[config.mk]
export PLATFORM = sky130hd
export DESIGN_NAME = seven_seg_reader
export DESIGN_NICKNAME = d
export VERILOG_FILES = /design/src/rtl/seven_seg_pkg.sv /design/src/rtl/seg_stab_filter.sv /design/src/rtl/seven_seg_reader.sv
export SDC_FILE = /design/constraint.sdc
export NUM_CORES = 1
export LEC_CHECK = 0
export CAP_MARGIN = 30
export CORE_ASPECT_RATIO = 0.7
export CORE_MARGIN = 8
export CORE_UTILIZATION = 40
export CTS_CLUSTER_DIAMETER = 200
export CTS_CLUSTER_SIZE = 10
export DETAILED_ROUTE_END_ITERATION = 10
export PLACE_DENSITY = 0.65
export SLEW_MARGIN = 20
export SYNTH_ARGS = -nofsm -noshare
export SYNTH_HDL_FRONTEND = slang
export SYNTH_SLANG_ARGS = --single-unit
[constraint.sdc]
create_clock -name clk -period 3.2 [get_ports clk]
set_input_delay 0.8 -clock clk [delete_from_list [all_inputs] [get_ports clk]]
set_output_delay 0.8 -clock clk [all_outputs]
set_load 0.01 [all_outputs]
[src/rtl/seven_seg_pkg.sv]
// Segment patterns shared by the seven_seg encoder and reader, plus the reader FSM encoding.
// Bit order everywhere is {a,b,c,d,e,f,g}.
package seven_seg_pkg;

   localparam logic [6:0] SEG_0     = 7'b1111110;
   localparam logic [6:0] SEG_1     = 7'b0110000;
   localparam logic [6:0] SEG_2     = 7'b1101101;
   localparam logic [6:0] SEG_3     = 7'b1111001;
   localparam logic [6:0] SEG_4     = 7'b0110011;
   localparam logic [6:0] SEG_5     = 7'b1011011;
   localparam logic [6:0] SEG_6     = 7'b1011111;
   localparam logic [6:0] SEG_7     = 7'b1110000;
   localparam logic [6:0] SEG_BLANK = 7'b0000000;

   typedef enum logic {
      S_IDLE  = 1'b0,
      S_VALID = 1'b1
   } state_t;

   typedef struct packed {
      logic       hit;
      logic [2:0] digit;
   } seg_dec_t;

   function automatic seg_dec_t seg_decode(input logic [6:0] pat);
      seg_dec_t d;
      d.hit   = 1'b1;
      d.digit = 3'd0;
      case (pat)
         SEG_0:   d.digit = 3'd0;
         SEG_1:   d.digit = 3'd1;
         SEG_2:   d.digit = 3'd2;
         SEG_3:   d.digit = 3'd3;
         SEG_4:   d.digit = 3'd4;
         SEG_5:   d.digit = 3'd5;
         SEG_6:   d.digit = 3'd6;
         SEG_7:   d.digit = 3'd7;
         default: d.hit   = 1'b0;
      endcase
      return d;
   endfunction

endpackage

[src/rtl/seg_stab_filter.sv]
// Registers the segment bus and counts consecutive identical samples, saturating at STABLE_CYCLES.
// stable means the registered pattern has been seen unchanged for STABLE_CYCLES further edges.
module seg_stab_filter #(
   parameter int STABLE_CYCLES = 4
) (
   input  logic       clk,
   input  logic       rst_n,
   input  logic [6:0] seg_in,
   output logic [6:0] seg_q,
   output logic       stable
);

   localparam int CNT_W = $clog2(STABLE_CYCLES + 1);
   localparam logic [CNT_W-1:0] CNT_MAX = CNT_W'(STABLE_CYCLES);

   logic [CNT_W-1:0] cnt;

   always_ff @(posedge clk or negedge rst_n) begin
      if (!rst_n) begin
         seg_q <= '0;
         cnt   <= '0;
      end else begin
         if (seg_in == seg_q) begin
            if (cnt != CNT_MAX)
               cnt <= cnt + CNT_W'(1);
         end else begin
            cnt <= '0;
         end
         seg_q <= seg_in;
      end
   end

   assign stable = (cnt == CNT_MAX);

endmodule

[src/rtl/seven_seg_reader.sv]
// Recovers a 3-bit digit from seven segment lines with stability filtering, illegal-pattern
// flagging, duplicate suppression and a valid/ready result handshake.
//
// state   | meaning
// S_IDLE  | waiting for a stable pattern that differs from the last one accepted
// S_VALID | result presented on out_digit/out_err until out_ready
module seven_seg_reader
   import seven_seg_pkg::*;
#(
   parameter int STABLE_CYCLES = 4
) (
   input  logic       clk,
   input  logic       rst_n,
   input  logic       seg_a,
   input  logic       seg_b,
   input  logic       seg_c,
   input  logic       seg_d,
   input  logic       seg_e,
   input  logic       seg_f,
   input  logic       seg_g,
   input  logic       out_ready,
   output logic       out_valid,
   output logic [2:0] out_digit,
   output logic       out_err
);

   logic [6:0] seg_in;
   logic [6:0] seg_q;
   logic       stable;
   logic [6:0] last_pat;
   state_t     state;
   seg_dec_t   dec;

   assign seg_in = {seg_a, seg_b, seg_c, seg_d, seg_e, seg_f, seg_g};

   seg_stab_filter #(
      .STABLE_CYCLES (STABLE_CYCLES)
   ) u_filter (
      .clk    (clk),
      .rst_n  (rst_n),
      .seg_in (seg_in),
      .seg_q  (seg_q),
      .stable (stable)
   );

   assign dec = seg_decode(seg_q);

   always_ff @(posedge clk or negedge rst_n) begin
      if (!rst_n) begin
         state     <= S_IDLE;
         last_pat  <= SEG_BLANK;
         out_valid <= 1'b0;
         out_digit <= 3'd0;
         out_err   <= 1'b0;
      end else begin
         case (state)
            S_IDLE: begin
               if (stable && (seg_q != last_pat)) begin
                  // A stable blank only re-arms, so the next identical digit is reported again.
                  if (seg_q == SEG_BLANK) begin
                     last_pat <= SEG_BLANK;
                  end else begin
                     last_pat  <= seg_q;
                     out_digit <= dec.hit ? dec.digit : 3'd0;
                     out_err   <= ~dec.hit;
                     out_valid <= 1'b1;
                     state     <= S_VALID;
                  end
               end
            end
            S_VALID: begin
               if (out_ready) begin
                  out_valid <= 1'b0;
                  state     <= S_IDLE;
               end
            end
            default: begin
               state     <= S_IDLE;
               out_valid <= 1'b0;
            end
         endcase
      end
   end

endmodule

==> metrics list <==
* Number of H-tree levels: 1
- Sw frac: 0.251
- Compared with the post-synthesis result, the final layout area differs by 14.6%.
* Post-Syn Area per Cell: roughly 11 um^2
* CP delay by family, top: buffers and inverters
- Distinct cell type count after synthesis: 30
- Once detail routing completed, the nets flagged for antenna violations numbered 0.
* Final count of pins violating max slew: 0
* Initial Utilization: 0.428
- For this design the static power due to leakage is 0.582 nW.
- In this run the clock root is driven by a clkbuf_8.
- Iteration-0 DRC count of the detailed router: 36
- Critical Path Max Stage Delay: roughly 0.54 ns
* Number of cell rows: 16
- Dividing the detail-routed wire length by the instance count gives 14.6 um.
- Dividing the final minimum period by the clock period gives 0.616.
* Slew at the pin closest to its max-slew limit: about 0.57 ns
* Setup tns final: 0 ns
* Number of global-route vias before repair: around 800
- The worst setup path is captured at an output pin.
- Post-DP HPWL: around 1.7 mm
* Fill count: approximately 260
- Number of antenna cells inserted: 0
- For met3 alone, demand over resource in global routing was 0.0316.
- Clock latency on the worst-skew pair: between 0.2 and 0.3 ns
- Critical path buffer and inverter count: 1
* Result of the run: complete, no violations
- For the final database, setup skew stands at 0.00270 ns.
- Core Box Area: around 2900 um^2
- Ranking of synthesized cells by area: dfrtp_1, xnor2_1, mux2_2, nand2_1, xor2_1
- Setup CP Type: reg -> out
- Sinks on the clock net: 23
- Setup fix buffers added after clock tree synthesis: 0
* Horizontal extent of the die: slightly above 80 um
- The die is between 60 and 70 um tall.
* Most used routing layer in global routing: met1
* Pin count of the biggest net entering global routing: 24
- Synthesized Nets: 123
* Overall fraction of global-route tracks in use: 0.0984
- # hold bufs at CTS: 0
- Gates resized, CTS repair: 0
* Share of post-route cells with drive strength above 1: 0.130
- Rel. slew slack: 0.616
- The synthesized design contains 0 enable-type register cells.
- Worst reg-to-reg path cell count: 6
* Cell internal power dissipation: 0.409 mW
- The final layout contains ~140 nets.
* Placed cell areas: 1360 um^2
- For the worst setup path, the data arrival time is about 1.2 ns.
* Fraction of power consumed by the clock network: 0.345
- In this run the critical register-to-register path is captured at out_err$_DFFE_PN0P_.
- CP Depth: 1
- Register-to-register path setup slack: roughly 1.3 ns
- Reg-to-reg startpoint: u_filter.cnt[0]$_DFFE_PN0P_
- Post-synthesis sequential area ratio: 0.469
- Synthesized area: around 1200 um^2
* Clock tree from TritonCTS: yes
- Unrepaired setup endpoints after global routing: no
* CTS Buffer Depth: 2
- Of all nets on the critical path, the largest fanout is 2.
- Of the total power, combinational logic draws 0.085.
* Peak Freq: between 500 and 600 MHz
* Number of buffers added on ports: 14
* Critical path launch point type: flip-flop
- Post-synth top cells: dfrtp_1, nand2_1, xnor2_1
- The critical path starts at out_digit[2]$_DFFE_PN0P_.
- Most frequent cell after synthesis: dfrtp_1
- The number of antenna violations at the first check in global routing is 0.
* Number of endpoints failing setup at the final stage: 0
- TritonCTS created 3 clock buffers.
- In the routed layout, each cell is associated on average with a via count of 5.23.
- Reg power frac: 0.570
* Top flip-flop cell by instance count after synthesis: dfrtp_1
- The tool flagged a number of max-cap violations equal to 0.
* Leading area contributor after synthesis: dfrtp_1
* Sum of overflow across all layers after global routing: 0
- Count of pins on the block boundary: 15
* Worst Setup EP: out_digit[2]
- Finished layout cell area: approximately 1400 um^2
* Power per Cell Area: slightly below 400 nW/um^2
- The first global-routing pass estimated 3.94 mm of wire.
- Yosys warnings: 0
- Fraction of registers with async set or reset after synthesis: 1.00
- The signal on the critical path passes through clkdlybuf4s50_1.
- The tightest min-delay check is of the reg -> reg type.
- Synthesis handed over a netlist of 111 instances.
- IR analysis of the VDD net gives a maximum drop of 196 uV.
- For this design the total switching power over the nets is roughly 0.14 mW.
* Number of iterations in the first detailed-routing pass: 4
- Total detailed-routing wirelength: roughly 2.3 mm
- In the routed design, unresolved DRC markers number 0.
* Global placement routability congestion: around 0.82
* Share of the synthesized area in the top cell type: 0.469
- At the worst endpoint, the required time is 2.40 ns.
- Highest-delay cell along the critical path: clkdlybuf4s50_1
- The final number of hold-violating endpoints came to 0.
- #FFs+latches synth: 23
- In the global route stage, met1 resource usage came out at 0.140.
* Worst-path clk slew: approximately 0.090 ns
- The floorplan step defined a die boundary enclosing a little over 5000 um^2.
- Met2 layer usage reported by global route: 0.134
- Subtracting the final worst setup slack from the clock period gives between 1.5 and 2 ns.
* Total via count in the routed design: 831
-- power groups by stage --
stage	clock, mW	combinational, mW	sequential (mW)
after CTS	0.193	0.0477	0.311
after global routing	0.209	0.0519	0.313
final	0.188	0.0465	0.311
after global placement	0	0.0463	0.316
after detailed placement	0	0.0475	0.316
after floorplan	0	0.0381	0.305
-- metal layers --
layer | vias to the layer above | routed length (um)
li1 | 408 | -
met1 | 396 | 1180
met2 | 22 | 988
met3 | 5 | 126
met4 | 0 | 31
met5 | - | 0
-- per-stage QoR --
stage          total power [mW]  hold slack, ns  setup slack [ns]   util  cells
3_5_place_dp              0.364           0.469             0.970  0.474    155
5_1_grt                   0.573           0.507              1.16  0.491    159
3_3_place_gp              0.362           0.458              1.08  0.474    155
4_1_cts                   0.551           0.492              1.21  0.491    159
6_report                  0.545           0.493              1.23  0.491    159
2_1_floorplan             0.343           0.469              1.56      -    111
-- how the worst min path moves through the flow --
stage                                to                      from  depth (start not counted)
2_1_floorplan   last_pat[2]$_DFFE_PN0P_   last_pat[2]$_DFFE_PN0P_                          2
3_3_place_gp      out_valid$_DFFE_PN0P_     out_valid$_DFFE_PN0P_                          2
3_5_place_dp      out_valid$_DFFE_PN0P_     out_valid$_DFFE_PN0P_                          2
4_1_cts        out_digit[0]$_DFFE_PN0P_  out_digit[0]$_DFFE_PN0P_                          2
5_1_grt           out_valid$_DFFE_PN0P_     out_valid$_DFFE_PN0P_                          2
6_report          out_valid$_DFFE_PN0P_     out_valid$_DFFE_PN0P_                          2
-- worst register-to-register path, cell delays in order, from the launching register on --
cell and delay (ns):
dfrtp_1 0.42, inv_1 0.07, ha_1 0.22, nand3b_2 0.27, a31oi_4 0.25, o41ai_4 0.16, o41ai_1 0.41
-- registers in the layout (all words and copies together), names as in the netlist --
signal          cells
last_pat            7
u_filter.seg_q      7
u_filter.cnt        3
out_valid           1
out_digit           3
out_err             1
state               1
-- area by class of cell --
type	instances	area, um^2	share of cell area
Clock buffer	3	41.3	0.0294
Inverter	5	18.8	0.0134
Tap cell	36	45.0	0.0321
Timing Repair Buffer	15	148	0.105
Sequential cell	23	576	0.410
Multi-Input combinational cell	76	569	0.405
Clock inverter	1	7.51	0.00534
-- layout by cell type (no fill, tap or decap), types with 2 or more instances in the layout --
cell	netlist	layout
nor4_1	2	2
nand3_1	2	2
nand2_1	14	14
clkdlybuf4s50_1	0	14
inv_1	5	5
nor3_1	5	5
xnor2_1	9	9
nor2_1	6	6
o21ai_0	4	4
clkbuf_8	0	3
nor3b_1	2	2
mux2_2	6	6
ha_1	2	2
xor2_1	6	6
dfrtp_1	23	23
and3_1	2	2
nand4_1	4	4
-- logic make-up (layout without fill, tap and decap cells) --
kind of cell    Yosys count  in the layout  synth area share
buf+inv                  12             24            0.0663
flops                    23             23             0.469
mux                       7              7            0.0673
xor+xnor                 16             16             0.120
compound gates           12             12            0.0969
simple gates             39             39             0.159
fa+ha+maj                 2              2            0.0204
Power figures use the tool's default switching activity.
